[src/rtl/writeback_stage_pkg.sv]
// writeback_stage_pkg: shared opcodes, widths and the rd-write predicate reused by Decode hazard logic
package writeback_stage_pkg;
  localparam int N = 32;
  localparam int ADDR_WIDTH = 5;
  localparam logic [6:0] OP     = 7'b0110011;
  localparam logic [6:0] OP_IMM = 7'b0010011;
  localparam logic [6:0] LD     = 7'b0000011;
  localparam logic [6:0] S      = 7'b0100011;
  localparam logic [6:0] BR     = 7'b1100011;
  localparam logic [6:0] JAL    = 7'b1101111;
  localparam logic [6:0] JALR   = 7'b1100111;
  localparam logic [6:0] LUI    = 7'b0110111;
  localparam logic [6:0] AUIPC  = 7'b0010111;
  localparam logic [6:0] SYSTEM = 7'b1110011;
  localparam logic [6:0] FENCE  = 7'b0001111;
  function automatic logic writes_rd(input logic [6:0] opcode);
    return opcode inside {OP, OP_IMM, LD, JAL, JALR, LUI, AUIPC};
  endfunction
endpackage

[src/rtl/regfile_2r1w.sv]
// regfile_2r1w: 2-read 1-write register file, x0 reads zero, same-cycle write-through bypass
module regfile_2r1w
  import writeback_stage_pkg::*;
#(
  parameter int N          = 32,
  parameter int NUM_REGS   = 32,
  parameter bit RESET_REGS = 1'b1
) (
  input  logic                  clk,
  input  logic                  rst_n,
  input  logic                  we,
  input  logic [ADDR_WIDTH-1:0] wr_addr,
  input  logic [N-1:0]          wr_data,
  input  logic [ADDR_WIDTH-1:0] rs1_addr,
  input  logic [ADDR_WIDTH-1:0] rs2_addr,
  output logic [N-1:0]          rs1_data,
  output logic [N-1:0]          rs2_data
);
  logic [N-1:0] regs [NUM_REGS];
  logic         wr;
  assign wr = we && wr_addr != '0;
  if (RESET_REGS) begin : g_rst
    always_ff @(posedge clk or negedge rst_n)
      if (!rst_n) for (int i = 0; i < NUM_REGS; i++) regs[i] <= '0;
      else if (wr) regs[wr_addr] <= wr_data;
  end else begin : g_nrst
    always_ff @(posedge clk)
      if (rst_n && wr) regs[wr_addr] <= wr_data;
  end
  always_comb begin
    rs1_data = rs1_addr == '0 ? '0 : (wr && rs1_addr == wr_addr) ? wr_data : regs[rs1_addr];
    rs2_data = rs2_addr == '0 ? '0 : (wr && rs2_addr == wr_addr) ? wr_data : regs[rs2_addr];
  end
endmodule

[src/rtl/writeback_stage.sv]
// writeback_stage: final stage owning the register file, retire record and instret counter
module writeback_stage
  import writeback_stage_pkg::*;
#(
  parameter int N          = 32,
  parameter int NUM_REGS   = 32,
  parameter bit RESET_REGS = 1'b1
) (
  input  logic                  clk,
  input  logic                  rst_n,
  input  logic [ADDR_WIDTH-1:0] i_wb_rd,
  input  logic [6:0]            i_opcode,
  input  logic [N-1:0]          i_wb_data,
  input  logic                  i_mem_vld,
  input  logic [ADDR_WIDTH-1:0] i_rs1_addr,
  input  logic [ADDR_WIDTH-1:0] i_rs2_addr,
  output logic [N-1:0]          o_rs1_data,
  output logic [N-1:0]          o_rs2_data,
  output logic                  o_ret_vld,
  output logic [ADDR_WIDTH-1:0] o_ret_rd,
  output logic [N-1:0]          o_ret_data,
  output logic [6:0]            o_ret_opcode,
  output logic [63:0]           o_instret
);
  logic we;
  assign we = i_mem_vld && i_wb_rd != '0 && writes_rd(i_opcode);
  regfile_2r1w #(.N(N), .NUM_REGS(NUM_REGS), .RESET_REGS(RESET_REGS)) u_rf (
    .clk      (clk),
    .rst_n    (rst_n),
    .we       (we),
    .wr_addr  (i_wb_rd),
    .wr_data  (i_wb_data),
    .rs1_addr (i_rs1_addr),
    .rs2_addr (i_rs2_addr),
    .rs1_data (o_rs1_data),
    .rs2_data (o_rs2_data)
  );
  always_ff @(posedge clk or negedge rst_n)
    if (!rst_n) begin
      o_ret_vld    <= 1'b0;
      o_ret_rd     <= '0;
      o_ret_data   <= '0;
      o_ret_opcode <= '0;
      o_instret    <= '0;
    end else begin
      o_ret_vld    <= i_mem_vld;
      o_ret_rd     <= we ? i_wb_rd : '0;
      o_ret_data   <= we ? i_wb_data : '0;
      o_ret_opcode <= i_mem_vld ? i_opcode : '0;
      o_instret    <= o_instret + {63'd0, i_mem_vld};
    end
endmodule

[config.mk]
export PLATFORM = sky130hd
export DESIGN_NAME = writeback_stage
export DESIGN_NICKNAME = d
export VERILOG_FILES = /design/src/rtl/writeback_stage_pkg.sv /design/src/rtl/regfile_2r1w.sv /design/src/rtl/writeback_stage.sv
export SDC_FILE = /design/constraint.sdc
export NUM_CORES = 2
export LEC_CHECK = 0
export CORE_MARGIN = 1
export CORE_UTILIZATION = 55
export DETAILED_ROUTE_END_ITERATION = 10
export GPL_ROUTABILITY_DRIVEN = 0
export PLACE_DENSITY = 0.74
export SLEW_MARGIN = 10
export SYNTH_ARGS = -nofsm -noshare
export SYNTH_HDL_FRONTEND = slang
export SYNTH_SLANG_ARGS = --single-unit
[constraint.sdc]
create_clock -name clk -period 3.13 [get_ports clk]
set_input_delay 0.4695 -clock clk [delete_from_list [all_inputs] [get_ports clk]]
set_output_delay 0.4695 -clock clk [all_outputs]
set_load 0.05 [all_outputs]
== Word level (Yosys, flattened, before mapping) ==
Cells that the tools add are included.

* Register bits after elaboration: 1133
* Bits of input ports: 57
* Output and inout bits: 173
* Word-level logic and storage cells: 80

* Add/subtract/negate cells: 1
* Order comparisons: 4
* Equality and inequality tests: 9
* Muxes and demuxes: 16
* Bitwise gates (word level): 3
* Reductions and logical operators: 10

{| class="wikitable"
|+ Operator list
! operator !! number
|-
| $bwmux 1024 || 1
|-
| $bmux 32 s5 || 2
|-
| $mux 32 || 10
|-
| $demux 32 s5 || 1
|-
| $add 64x1->64 || 1
|-
| $ge 6x6->1 const B || 3
|-
| $not 5->6 || 3
|-
| $eq 7x5->1 const B || 2
|-
| $eq 7x6->1 const B || 2
|-
| $eq 7x7->1 const B || 2
|-
| $eq 5x5->1 || 2
|-
| $logic_not 5->1 || 2
|-
| $eq 7x2->1 const B || 1
|-
| $mux 7 || 1
|-
| $reduce_bool 7->1 || 1
|-
| $logic_and 1x1->1 || 6
|-
| $lt 6x1->1 const B || 1
|-
| $mux 5 || 1
|-
| $reduce_bool 5->1 || 1
|}

== Logic depth before layout (Yosys ltp) ==
* Word-level depth: 7
* Gate-level depth with buffers: 10
* Depth with buffers taken out: 7

== Modules after synthesis ==
From an unflattened synthesis, not the netlist that was laid out.

* Cell total of the unflattened synthesis: 4247
* Area, all modules: 59768.6 sq um

{| class="wikitable"
|+ Modules (own cells, without submodules)
! module !! times used !! cells each !! area an instance (sq um) !! seq. area each (sq um)
|-
| regfile_2r1w || 1 || 3878 || 55291.8 || 25624.6
|-
| writeback_stage || 1 || 369 || 4476.8 || 2727.6
|}

== Least setup slack after synthesis ==
No wires, ideal clock.

* Kind: input port to output port
* Start: input port i_rs1_addr[0]
* End: output port o_rs1_data[27]
* Arrival time: 2.999 ns
* Required time: 2.660 ns
* Setup slack: -0.338 ns
* Stages on the path: 10
* Path buffers: 6
* Path through: buf_4 buf_6 buf_6 buf_6 buf_4 buf_2 a211oi_1 a2111oi_0 nor3_1 nor3_1

* Longest elaborated chain between the ends: 6
* Elaborated cells between the ends (all ways): 9
* Classes of those cells: 1 x eq/ne; 5 x mux; 1 x bitwise; 2 x reduce/logical

{| class="wikitable"
|+ Ends and longest elaborated chain
! item !! RTL line !! source
|-
| start: declaration || writeback_stage.sv:15 || <nowiki>input logic [ADDR_WIDTH-1:0] i_rs1_addr,</nowiki>
|-
| $not 5->6 (implied by the code) || regfile_2r1w.sv:31 || <nowiki>rs1_data = rs1_addr == '0 ? '0 : (wr && rs1_addr == wr_addr) ? wr_data : regs[rs1_addr];</nowiki>
|-
| $bmux 32 s5 || regfile_2r1w.sv:31 ||
|-
| $mux 32 (implied by the code) (2 in a row) || regfile_2r1w.sv:31 ||
|-
| $mux 32 || regfile_2r1w.sv:31 ||
|-
| $mux 32 (*) || regfile_2r1w.sv:31 ||
|-
| end: declaration || writeback_stage.sv:17 || <nowiki>output logic [N-1:0] o_rs1_data,</nowiki>
|}

Mark *: on every way between the ends. The rest lies on a longest branch, timed or not. The select of a mux whose other input is x is not followed.

== Worst setup path in the final report ==
* Start: register u_rf.regs[259] (netlist name)
* End: output port o_rs2_data[3]

* Longest elaborated chain between the ends: 5

{| class="wikitable"
|+ Ends and longest elaborated chain
! item !! RTL line !! source
|-
| start: declaration || regfile_2r1w.sv:19 || <nowiki>logic [N-1:0] regs [NUM_REGS];</nowiki>
|-
| start signal: indexed assignment || regfile_2r1w.sv:25 || <nowiki>else if (wr) regs[wr_addr] <= wr_data;</nowiki>
|-
| $bmux 32 s5 || regfile_2r1w.sv:32 || <nowiki>rs2_data = rs2_addr == '0 ? '0 : (wr && rs2_addr == wr_addr) ? wr_data : regs[rs2_addr];</nowiki>
|-
| $mux 32 (implied by the code) (2 in a row) || regfile_2r1w.sv:32 ||
|-
| $mux 32 (2 in a row) || regfile_2r1w.sv:32 ||
|-
| end: declaration || writeback_stage.sv:18 || <nowiki>output logic [N-1:0] o_rs2_data,</nowiki>
|}

No other way between the ends. The select of a mux whose other input is x is not followed.

==> results.md <==
| Group | Quantity | Reported |
|---|---|---|
| outcome | Outcome | finished clean |
| sta | Final number of max-transition violations | 0 |
| setup path | Worst setup path class | register to output pin |
| setup path | Nature of the critical path startpoint | register |
| route | Antenna Nets Post-Route | 0 |
| final layout | Post-route cell area | 72200 um^2 |
| final layout | Final layout net count | 4688 |
| logic synthesis | Simple-gate share of the synthesized area | 5.28% |
| setup path | Data required time of the worst path | 2.66 ns |
| power and ir drop | IR Drop Worst-Case VDD | 0.477 mV |
| route | Wire length per cell after detailed routing | 31.8 um |
| logic synthesis | Avg Synthesized Cell Area | 13.9 um^2 |
| sta | Total count of hold-check failures in the final report | 0 |
| run | Number of maximum-capacitance constraint violations | 0 |
| logic synthesis | Adder-cell share of the synthesized area | 0.0418% |
| clock tree | Insertion delay of the later-clocked pin in the worst-skew pair | 0.72 ns |
| sta | Setup violation total in the final timing report | 0 |
| clock tree | Root buf cell | clkbuf_16 |
| sta | Maximum frequency from static timing analysis | 320 MHz |
| logic synthesis | Post-Synth XOR/XNOR Area | 1.05% |
| clock tree | TritonCTS clock tree | yes |
| sta | Slew of the pin with the lowest slew margin | 0.996 ns |
| setup path | Crit-path max cell delay | 0.49 ns |
| logic synthesis | Number of synthesized register bits | 1133 |
| final layout | Commonest non-fill, non-tap cells in the layout | dfrtp_1, mux2_2, mux4_2, buf_4, mux2_1 |
| clock tree | Number of buffers between clock root and the deepest sink | 3 |
| die | Number of standard-cell rows in the floorplan | 120 |
| clock tree | CTS H-tree depth | 3 |
| final layout | Post-layout util | 67.1% |
| logic synthesis | Sequential fraction of the synthesis area | 47.4% |
| logic synthesis | Cell variety after synth | 55 |
| logic synthesis | Most common flop cell mapped by yosys | dfrtp_1 |
| logic synthesis | Number of warnings printed during yosys synthesis | 0 |
| place | Number of input and output port buffers inserted | 229 |
| logic synthesis | Cells after Synth | 4294 |
| place | Detailed placer's ending HPWL | 125 mm |
| logic synthesis | Syn Nets | 4353 |
| clock tree | Clk sink count | 1133 |
| clock tree | Clock-pin slew on the worst setup and hold paths | 0.07 ns |
| power and ir drop | Power density over the cells | 471 nW/um^2 |
| place | Placed standard-cell area | 67700 um^2 |
| setup path | Critical path data arrival time | 2.66 ns |
| route | Pre-Repair DR Iteration Count | 5 |
| setup path | Maximum net fanout on the critical path | 3 |
| logic synthesis | Compound-cell area share of the yosys netlist | 3.91% |
| grt | Number of global-route vias before repair | 42408 |
| clock tree | TritonCTS buffer count | 118 |
| sta | Min Tclk post-route | 3.13 ns |
| sta | Setup repair after global routing missed its margin | yes |
| setup path | Crit path max-delay family | multiplexers |
| die | Number of top-level pins | 230 |
| setup path | Crit path buffers/inverters | 2 |
| setup path | Worst path cell trace | mux4_2 > mux2i_1 > a21oi_1 > a211oi_2 > buf_4 > nor3_2 > buf_12 |
| grt | Wire length of the first global-routing pass | 288 mm |
| die | Vertical extent of the die | 332 um |
| route | Drt via density | 6.92 |
| logic synthesis | Summed instance area of the synthesized netlist | 59800 um^2 |
| sta | Share of the cycle needed by the critical path after routing | 99.9% |
| route | Vias after detailed routing | 42351 |
| logic synthesis | Multiplexer share of the synthesized area | 38.4% |
| die | Area of the placeable core | 108000 um^2 |
| final layout | Area used by sequential logic in the layout | 28400 um^2 |
| power and ir drop | Power consumption | 0.0340 W |
| power and ir drop | Leakage dissipation | 34.0 nW |
| grt | Tot GR Track Use | 35.4% |
| final layout | Area growth from synthesis to layout | 20.6% |
| final layout | Multi-input logic area | 30000 um^2 |
| route | Initial DRC Count | 4832 |
| logic synthesis | Share of synthesized flip-flops with an asynchronous set or reset | 100% |
| setup path | CP endpoint kind | output pin |
| die | Die outline width | 332 um |
| grt | Antenna violations before repair | 2 |
| route | Overall routed net length | 195 mm |
| final layout | Leading cell type in the layout, fill and taps excluded | dfrtp_1 |
| route | Drt drc | 0 |
| worst hold path | Hold Crit Class | input port to register |
| grt | Largest net degree at the start of global routing | 149 |
| sta | Rel. slew slack | 33.3% |
| grt | Remaining global-route overflow | 0 |
| logic synthesis | Number of enable flip-flop cells after synthesis | 0 |
| final layout | Number of fill cells | 7454 |
| setup path | Cell with the largest stage delay on the worst path | mux4_2 |
| final layout | Fraction of final layout cells with drive strength greater than 1 | 46.7% |
| sta | Final setup skew | 0.0175 ns |
| die | Effective utilization at floorplan | 55.6% |
| die | Area of the die | 110000 um^2 |
| logic synthesis | Main combinational cell family by area after synthesis | multiplexers |
==> state kept, by name, indices dropped and copies added, names as in the netlist <==
| register | flops |
|---|---|
| u_rf.regs | 1024 |
| o_ret_vld | 1 |
| o_ret_data | 32 |
| o_instret | 64 |
| o_ret_rd | 5 |
| o_ret_opcode | 7 |
==> cell usage after synthesis (43+ instances only) <==
cell | count | share of area, %
buf_2 | 153 | 1.3
a211oi_1 | 64 | 0.80
mux2i_1 | 139 | 2.3
clkbuf_1 | 245 | 1.5
mux2_2 | 927 | 17
mux2_1 | 218 | 4.1
mux4_2 | 385 | 14
xor2_1 | 43 | 0.63
nor3_1 | 137 | 1.1
nor2_1 | 225 | 1.4
dfrtp_1 | 1133 | 47
o22ai_1 | 96 | 1.0
==> path summary, 6_finish.rpt <==
kind                                  from         endpoint  slack (ns)  depth (start not counted)
hold / removal                 i_opcode[2]  o_ret_opcode[2]        0.17                          3
setup reg to reg             o_instret[14]    o_instret[61]        0.74                          5
setup / recovery            u_rf.regs[259]    o_rs2_data[3]       0.003                          7
max in group asynchronous            rst_n   u_rf.regs[181]        1.68                          3
min in group asynchronous            rst_n   u_rf.regs[986]        0.24                          2
hold reg to reg            u_rf.regs[1000]  u_rf.regs[1000]        0.40                          0
==> worst min-delay path, delay by kind of cell <==
kind                   cells  cell delay [ns]
buffers and inverters      2             0.24
AND/OR/NAND/NOR            1             0.13
==> power breakdown <==
part	leakage (nW)	internal (W)	total, W	switching [W]
Sequential	15.7	0.0150	0.0153	0.000312
Combinational	16.4	0.00184	0.00439	0.00255
Clock	1.93	0.00829	0.0143	0.00602
==> what timing repair did <==
action | CTS | global route
setup buffers | 6 | 3
endpoints found under the setup margin | 64 | 60
hold buffers | 1 | 0
pin swaps | 5 | 8
gates cloned | 1 | 1
hold endpoints to repair | 38 | 0
gates resized for setup | 54 | 54
==> through the flow <==
stage | TNS (ns) | setup slack (ns) | std cells | hold WS (ns)
global placement | -5.83 | -0.181 | 5900 | 0.380
finish | 0 | 0.00345 | 6124 | 0.166
CTS | 0 | 0.00485 | 6119 | 0.241
detailed placement | -13.05 | -0.193 | 5900 | 0.386
floorplan | 0 | 0.0731 | 4294 | 0.174
global route | -0.0952 | -0.0302 | 6123 | 0.175
==> layer usage <==
metal	up-vias	wire, um	share of wire [%]	track usage, %
li1	16959	-	-	-
met1	22415	77400	40	49.9
met2	2461	86900	45	51.9
met3	514	21600	11	9.32
met4	2	9070	4.6	15.9
met5	-	13	0.0067	0
==> kinds of logic after synthesis <==
group	Yosys count
AO/OA/AOI/OAI	327
XOR/XNOR	72
adder cells (fa/ha/maj)	2
buffers and inverters	482
flip-flops	1133
multiplexers	1669
AND/OR/NAND/NOR	609
==> cell type report <==
type	instances	share of cell area, %
Multi-Input combinational cell	2679	41.6
Inverter	18	0.0936
Timing Repair Buffer	679	11.2
Clock buffer	168	4.80
Antenna cell	1	0.00347
Clock inverter	43	0.603
Tap cell	1403	2.43
Sequential cell	1133	39.3
Note: power is estimated with default switching activity, not from simulation.
